File: config.mk
export PLATFORM = sky130hd
export DESIGN_NAME = branch_resolve_queue_flat
export DESIGN_NICKNAME = d
export VERILOG_FILES = /design/src/rtl/branch_resolve_queue_if.sv /design/src/rtl/branch_resolve_queue.sv /design/src/flat_wrapper.sv
export SDC_FILE = /design/constraint.sdc
export NUM_CORES = 1
export LEC_CHECK = 0
export CAP_MARGIN = 20
export CORE_MARGIN = 8
export CORE_UTILIZATION = 63
export DETAILED_ROUTE_END_ITERATION = 8
export PLACE_DENSITY_LB_ADDON = 0.3
export SLEW_MARGIN = 40
export SYNTH_ARGS = -nofsm -noshare
export SYNTH_HDL_FRONTEND = slang
export SYNTH_SLANG_ARGS = --single-unit
File: constraint.sdc
create_clock -name clock -period 13.82 [get_ports clock]
set_clock_uncertainty 0.15 [all_clocks]
set_input_delay 2.764 -clock clock [delete_from_list [all_inputs] [get_ports clock]]
set_output_delay 2.764 -clock clock [all_outputs]
set_load 0.02 [all_outputs]
File: src/rtl/branch_resolve_queue_if.sv
// Bundles the fetch-allocate, branch-resolve, flush and predictor-update
// signals of the branch resolve queue into one port.
`ifndef XLEN
`define XLEN 32
`endif

interface branch_resolve_queue_if #(
  parameter int BRQ_LEN = 3
);
  logic               alloc_valid;
  logic [`XLEN-1:0]   alloc_PC;
  logic               alloc_local_taken;
  logic               alloc_global_taken;
  logic               alloc_tournament_taken;
  logic               alloc_ready;
  logic [BRQ_LEN-1:0] alloc_tag;
  logic               resolve_valid;
  logic [BRQ_LEN-1:0] resolve_tag;
  logic               resolve_taken;
  logic               flush;
  logic               result_cond_branch;
  logic [`XLEN-1:0]   result_PC;
  logic               result_taken;
  logic               result_local_taken;
  logic               result_global_taken;
  logic               mispredict;
  logic [BRQ_LEN:0]   count;

  // Fetch / branch unit / predictor side.
  modport master (
    output alloc_valid, alloc_PC, alloc_local_taken, alloc_global_taken,
           alloc_tournament_taken, resolve_valid, resolve_tag, resolve_taken,
           flush,
    input  alloc_ready, alloc_tag, result_cond_branch, result_PC, result_taken,
           result_local_taken, result_global_taken, mispredict, count
  );

  // Queue side.
  modport slave (
    input  alloc_valid, alloc_PC, alloc_local_taken, alloc_global_taken,
           alloc_tournament_taken, resolve_valid, resolve_tag, resolve_taken,
           flush,
    output alloc_ready, alloc_tag, result_cond_branch, result_PC, result_taken,
           result_local_taken, result_global_taken, mispredict, count
  );
endinterface

File: src/rtl/branch_resolve_queue.sv
// In-order queue of predicted conditional branches. Entries are allocated at
// the tail, resolved out of order by tag, and drained from the head in program
// order to form the tournament-predictor update stream. A drained mispredict
// squashes every younger entry.
`ifndef XLEN
`define XLEN 32
`endif

module branch_resolve_queue #(
  parameter int BRQ_SIZE = 8,
  parameter int BRQ_LEN  = 3
) (
  input  logic                   clock,
  input  logic                   reset,
  branch_resolve_queue_if.slave  brq
);

  localparam logic [BRQ_LEN:0] FULL = (BRQ_LEN+1)'(BRQ_SIZE);

  typedef struct packed {
    logic             valid;
    logic             resolved;
    logic [`XLEN-1:0] pc;
    logic             ltaken;
    logic             gtaken;
    logic             ttaken;
    logic             actual;
  } entry_t;

  entry_t             entry_q [BRQ_SIZE];
  entry_t             entry_d [BRQ_SIZE];
  logic [BRQ_LEN-1:0] head_q, head_d;
  logic [BRQ_LEN-1:0] tail_q, tail_d;
  logic [BRQ_LEN:0]   count_q, count_d;

  logic               res_valid_q, res_valid_d;
  logic [`XLEN-1:0]   res_pc_q, res_pc_d;
  logic               res_taken_q, res_taken_d;
  logic               res_ltaken_q, res_ltaken_d;
  logic               res_gtaken_q, res_gtaken_d;
  logic               mispredict_q, mispredict_d;

  logic               alloc_ready;
  logic               alloc_fire;
  logic               drain_fire;
  logic               drain_mp;

  // Handshake and drain decisions taken from the current state.
  always_comb begin
    alloc_ready = reset && (count_q != FULL);
    alloc_fire  = brq.alloc_valid && alloc_ready;
    drain_fire  = entry_q[head_q].valid && entry_q[head_q].resolved;
    drain_mp    = drain_fire && (entry_q[head_q].ttaken != entry_q[head_q].actual);
  end

  // Next-state for entries, pointers, count and the registered update stream.
  always_comb begin
    // NOTE: every target gets a default first so no path can infer a latch.
    entry_d      = entry_q;
    head_d       = head_q;
    tail_d       = tail_q;
    count_d      = count_q;
    res_valid_d  = 1'b0;
    mispredict_d = 1'b0;
    res_pc_d     = res_pc_q;
    res_taken_d  = res_taken_q;
    res_ltaken_d = res_ltaken_q;
    res_gtaken_d = res_gtaken_q;

    if (brq.flush) begin
      for (int i = 0; i < BRQ_SIZE; i++) begin
        entry_d[i].valid    = 1'b0;
        entry_d[i].resolved = 1'b0;
      end
      tail_d  = head_q;
      count_d = '0;
    end else begin
      if (brq.resolve_valid && entry_q[brq.resolve_tag].valid &&
          !(alloc_fire && (brq.resolve_tag == tail_q))) begin
        entry_d[brq.resolve_tag].resolved = 1'b1;
        entry_d[brq.resolve_tag].actual   = brq.resolve_taken;
      end

      if (alloc_fire) begin
        entry_d[tail_q].valid    = 1'b1;
        entry_d[tail_q].resolved = 1'b0;
        entry_d[tail_q].pc       = brq.alloc_PC;
        entry_d[tail_q].ltaken   = brq.alloc_local_taken;
        entry_d[tail_q].gtaken   = brq.alloc_global_taken;
        entry_d[tail_q].ttaken   = brq.alloc_tournament_taken;
        entry_d[tail_q].actual   = 1'b0;
        tail_d = tail_q + BRQ_LEN'(1);
      end

      if (drain_fire) begin
        res_valid_d  = 1'b1;
        res_pc_d     = entry_q[head_q].pc;
        res_taken_d  = entry_q[head_q].actual;
        res_ltaken_d = entry_q[head_q].ltaken;
        res_gtaken_d = entry_q[head_q].gtaken;
        mispredict_d = drain_mp;
        entry_d[head_q].valid    = 1'b0;
        entry_d[head_q].resolved = 1'b0;
        head_d = head_q + BRQ_LEN'(1);
      end

      count_d = count_q + (BRQ_LEN+1)'(alloc_fire) - (BRQ_LEN+1)'(drain_fire);

      // Everything younger than a mispredicted branch is wrong-path work.
      if (drain_mp) begin
        for (int i = 0; i < BRQ_SIZE; i++) begin
          entry_d[i].valid    = 1'b0;
          entry_d[i].resolved = 1'b0;
        end
        tail_d  = head_q + BRQ_LEN'(1);
        count_d = '0;
      end
    end
  end

  // State register with synchronous active-low reset.
  always_ff @(posedge clock) begin
    if (!reset) begin
      head_q       <= '0;
      tail_q       <= '0;
      count_q      <= '0;
      res_valid_q  <= 1'b0;
      res_pc_q     <= '0;
      res_taken_q  <= 1'b0;
      res_ltaken_q <= 1'b0;
      res_gtaken_q <= 1'b0;
      mispredict_q <= 1'b0;
      // NOTE: only valid/resolved are reset; payload fields are always
      // written by an allocation before anything can read them.
      for (int i = 0; i < BRQ_SIZE; i++) begin
        entry_q[i].valid    <= 1'b0;
        entry_q[i].resolved <= 1'b0;
      end
    end else begin
      // NOTE: sequential state uses non-blocking assignments only.
      entry_q      <= entry_d;
      head_q       <= head_d;
      tail_q       <= tail_d;
      count_q      <= count_d;
      res_valid_q  <= res_valid_d;
      res_pc_q     <= res_pc_d;
      res_taken_q  <= res_taken_d;
      res_ltaken_q <= res_ltaken_d;
      res_gtaken_q <= res_gtaken_d;
      mispredict_q <= mispredict_d;
    end
  end

  assign brq.alloc_ready         = alloc_ready;
  assign brq.alloc_tag           = tail_q;
  assign brq.count               = count_q;
  assign brq.result_cond_branch  = res_valid_q;
  assign brq.result_PC           = res_pc_q;
  assign brq.result_taken        = res_taken_q;
  assign brq.result_local_taken  = res_ltaken_q;
  assign brq.result_global_taken = res_gtaken_q;
  assign brq.mispredict          = mispredict_q;

endmodule

File: src/flat_wrapper.sv
// flat-port wrapper written by rule: the top's interface ports become plain ports
module branch_resolve_queue_flat 
#(
  parameter int BRQ_SIZE = 8,
  parameter int BRQ_LEN  = 3
)
  (clock, reset, brq_alloc_valid, brq_alloc_PC, brq_alloc_local_taken, brq_alloc_global_taken, brq_alloc_tournament_taken, brq_resolve_valid, brq_resolve_tag, brq_resolve_taken, brq_flush, brq_alloc_ready, brq_alloc_tag, brq_result_cond_branch, brq_result_PC, brq_result_taken, brq_result_local_taken, brq_result_global_taken, brq_mispredict, brq_count);
  branch_resolve_queue_if #(.BRQ_LEN(BRQ_LEN)) brq_i ();
  input  logic clock;
  input  logic reset;
  input wire logic [$bits(brq_i.alloc_valid)-1:0] brq_alloc_valid;
  input wire logic [$bits(brq_i.alloc_PC)-1:0] brq_alloc_PC;
  input wire logic [$bits(brq_i.alloc_local_taken)-1:0] brq_alloc_local_taken;
  input wire logic [$bits(brq_i.alloc_global_taken)-1:0] brq_alloc_global_taken;
  input wire logic [$bits(brq_i.alloc_tournament_taken)-1:0] brq_alloc_tournament_taken;
  input wire logic [$bits(brq_i.resolve_valid)-1:0] brq_resolve_valid;
  input wire logic [$bits(brq_i.resolve_tag)-1:0] brq_resolve_tag;
  input wire logic [$bits(brq_i.resolve_taken)-1:0] brq_resolve_taken;
  input wire logic [$bits(brq_i.flush)-1:0] brq_flush;
  output wire logic [$bits(brq_i.alloc_ready)-1:0] brq_alloc_ready;
  output wire logic [$bits(brq_i.alloc_tag)-1:0] brq_alloc_tag;
  output wire logic [$bits(brq_i.result_cond_branch)-1:0] brq_result_cond_branch;
  output wire logic [$bits(brq_i.result_PC)-1:0] brq_result_PC;
  output wire logic [$bits(brq_i.result_taken)-1:0] brq_result_taken;
  output wire logic [$bits(brq_i.result_local_taken)-1:0] brq_result_local_taken;
  output wire logic [$bits(brq_i.result_global_taken)-1:0] brq_result_global_taken;
  output wire logic [$bits(brq_i.mispredict)-1:0] brq_mispredict;
  output wire logic [$bits(brq_i.count)-1:0] brq_count;
  assign brq_i.alloc_valid = brq_alloc_valid;
  assign brq_i.alloc_PC = brq_alloc_PC;
  assign brq_i.alloc_local_taken = brq_alloc_local_taken;
  assign brq_i.alloc_global_taken = brq_alloc_global_taken;
  assign brq_i.alloc_tournament_taken = brq_alloc_tournament_taken;
  assign brq_i.resolve_valid = brq_resolve_valid;
  assign brq_i.resolve_tag = brq_resolve_tag;
  assign brq_i.resolve_taken = brq_resolve_taken;
  assign brq_i.flush = brq_flush;
  assign brq_alloc_ready = brq_i.alloc_ready;
  assign brq_alloc_tag = brq_i.alloc_tag;
  assign brq_result_cond_branch = brq_i.result_cond_branch;
  assign brq_result_PC = brq_i.result_PC;
  assign brq_result_taken = brq_i.result_taken;
  assign brq_result_local_taken = brq_i.result_local_taken;
  assign brq_result_global_taken = brq_i.result_global_taken;
  assign brq_mispredict = brq_i.mispredict;
  assign brq_count = brq_i.count;
  branch_resolve_queue #(.BRQ_SIZE(BRQ_SIZE), .BRQ_LEN(BRQ_LEN)) u_core (.clock(clock), .reset(reset), .brq(brq_i));
endmodule
==> reports/metrics.json <==
{
  "run_status": "completed",
  "start_util": 0.635,
  "tritoncts_clock_tree": "yes",
  "num_vias": 8428,
  "timing.final.hold_violations": 0,
  "io_buffers": 88,
  "timing_worst_slew_pin_value_ps": 866,
  "number_of_enable_type_register_cells_in_the_synthesized_netlist": 288,
  "setup_violations": 0,
  "synth_cells": 874,
  "r2r_cells": 7,
  "grt_remaining_overflow": 0,
  "max-clock-path-buffers": 3,
  "dieArea_sq_um": 26700,
  "power.leakage_nw": 5.18,
  "reg2reg_to": "u_core.brq.result_PC[24]",
  "power_after_layout_mw": 2.16,
  "clock_insertion_delay_worst_skew_ps": 520,
  "placement_rows": 54,
  "chipWidth_um": 163,
  "r2r_start": "u_core.head_q[0]",
  "ctsRootBufferMaster": "clkbuf_16",
  "fillers": 1264,
  "wl_um": 32600,
  "cts.htree.levels": 2,
  "first_global_vias": 8486,
  "share_of_synthesized_area_occupied_by_flip_flops_and_latches": 0.723,
  "ir_worst_vdd_uv": 108,
  "worst_ep_required_time_ps": 10910,
  "asyncSetResetFlopFracSynth": 0,
  "postCtsSetupBuffers": 0,
  "cts_hold_repair.buffers": 0,
  "avgViaCountPerCell": 6.63,
  "grt_max_degree": 56,
  "postPlaceCellArea_sq_um": 14900,
  "antenna_violating_nets_post_route": 0,
  "layout.nets": 1015,
  "ys.flop_type": "edfxtp_1",
  "final_max_slew_viol_count": 0,
  "class_of_the_most_critical_hold_timing_path": "reg2reg",
  "syn_avg_cell_area_sq_um": 15.7,
  "finish.instance_area_sq_um": 16100,
  "count_of_state_elements_after_synthesis": 351,
  "fraction_of_final_layout_cells_sized_beyond_drive_strength_1": 0.154,
  "drt_iter0_drc": 869,
  "setup_total_negative_slack_ps": 0,
  "mappedNetlistArea_sq_um": 13700,
  "grt.total_usage": 0.241,
  "antenna_cells": 0,
  "final_min_period_over_clock_period": 0.542,
  "syn_nets": 926,
  "min_delay_path_depth": 2,
  "gpl.final_weighted_congestion": 0.822,
  "drc": 0,
  "tritoncts.num_buffers": 36,
  "maxSlewHeadroom": 0.420,
  "io_pins": 89,
  "hold_path_startpoint": "u_core.brq.result_PC[29]",
  "coreArea_sq_um": 21600,
  "clkTransAtPathRegs_ps": 60,
  "power.density_nw_per_um2": 134,
  "worst-endpoint-arrival_ps": 4580,
  "chipHeight_um": 163,
  "clkSinkCount": 351,
  "cts_resized": 0,
  "synth.distinct_cells": 54,
  "final_cell_mix": "edfxtp_1, nor2_1, clkdlybuf4s50_1, dfxtp_1, nand2_1",
  "whs_endpoint": "u_core.brq.result_PC[29]",
  "worst-setup-path-type": "in2out",
  "fmaxAchievable_mhz": 133,
  "hpwl_after_dpl_um": 18200,
  "maxCapViolations": 0,
  "setup_repair_after_global_routing_missed_its_margin": "no",
  "routed_wire_length_per_instance_um": 25.7,
  "drt_pass1_iterations": 5,
  "crit_path_start_kind": "input port",
  "reg2reg_slack_ps": 9740,
  "synth-warning-count": 0,
  "min_period_ps": 7490,
  "layout.cells.most_common": "edfxtp_1",
  "max_fo_critical_path": 15,
  "area_delta_synth_final_pct": 17.6,
  "antenna_violations_before_repair": 0,
  "grt_pass1_wl_um": 48700,
  "critPathCaptureType": "output port"
}
==> per-stage QoR <==
step / hold slack [ps] / utilization / setup slack, ps / instances
floorplan: 307 / - / 6350 / 874
global placement: 322 / 0.691 / 6430 / 1205
detailed placement: 339 / 0.692 / 6330 / 1205
CTS: 352 / 0.748 / 6350 / 1271
global route: 374 / 0.748 / 6270 / 1271
finish: 349 / 0.748 / 6330 / 1271
==> worst max-delay path, stage by stage <==
cell	delay, ps
clkdlybuf4s50_1	870
inv_1	140
a31oi_1	180
clkdlybuf4s50_1	630
==> cell families after synthesis <==
logic type	share of synthesized area
simple gates	0.0607
compound gates	0.0882
fa+ha+maj	0.00786
buf+inv	0.0222
xor+xnor	0.00512
flops	0.723
mux	0.0925
==> Yosys cell counts (3+ instances only) <==
cell type | n | area share
inv_1 | 11 | 0.0030
o21ai_0 | 11 | 0.0040
o221ai_1 | 4 | 0.0026
nand2_1 | 42 | 0.012
mux2_2 | 35 | 0.029
xnor2_1 | 3 | 0.0019
a2111oi_0 | 3 | 0.0019
a31oi_1 | 4 | 0.0018
buf_1 | 5 | 0.0014
a21oi_1 | 15 | 0.0055
a21o_1 | 4 | 0.0022
edfxtp_1 | 288 | 0.63
a221oi_1 | 34 | 0.022
a22oi_1 | 17 | 0.0093
nor2_1 | 94 | 0.026
nor3_1 | 16 | 0.0058
mux4_2 | 25 | 0.041
clkbuf_1 | 35 | 0.0096
a22o_1 | 4 | 0.0026
dfxtp_1 | 63 | 0.092
buf_2 | 15 | 0.0055
ha_1 | 7 | 0.0064
a221o_1 | 4 | 0.0029
o22a_1 | 5 | 0.0032
a311oi_1 | 12 | 0.0077
o211a_1 | 6 | 0.0044
a211oi_1 | 19 | 0.010
nand3_1 | 6 | 0.0022
nand2b_1 | 4 | 0.0018
nor4_1 | 16 | 0.0073
mux2i_1 | 31 | 0.023
xor2_1 | 5 | 0.0032
==> worst max-delay path by stage <==
stage	from	endpoint	slack (ps)	cells after the start
after floorplan	brq_alloc_valid	flip-flop	6350	5
after global placement	reset	brq_alloc_ready	6430	4
after detailed placement	reset	brq_alloc_ready	6330	4
after CTS	reset	brq_alloc_ready	6350	4
after global routing	reset	brq_alloc_ready	6270	4
final	reset	brq_alloc_ready	6330	4
==> area by class of cell <==
type                            count  area, sq um  area share
Inverter                           13         48.8     0.00303
Clock buffer                       51         1040      0.0645
Timing Repair Buffer              109         1040      0.0644
Sequential cell                   351         9920       0.615
Tap cell                          280          350      0.0217
Clock inverter                     15          156     0.00971
Multi-Input combinational cell    452         3560       0.221
==> power by group <==
part	leakage, nW	switching [mW]	total, mW	internal, mW
Clock	0.584	0.385	0.967	0.582
Sequential	3.10	0.00182	1.15	1.15
Combinational	1.49	0.0265	0.0440	0.0175
==> routing by layer <==
metal | vias up | global-route usage | wire (um)
li1 | 3637 | - | -
met1 | 4222 | 0.312 | 12400
met2 | 520 | 0.410 | 16400
met3 | 49 | 0.0426 | 3190
met4 | 0 | 0.0764 | 616
met5 | - | 0 | 0
(Power assumes the default switching activity.)
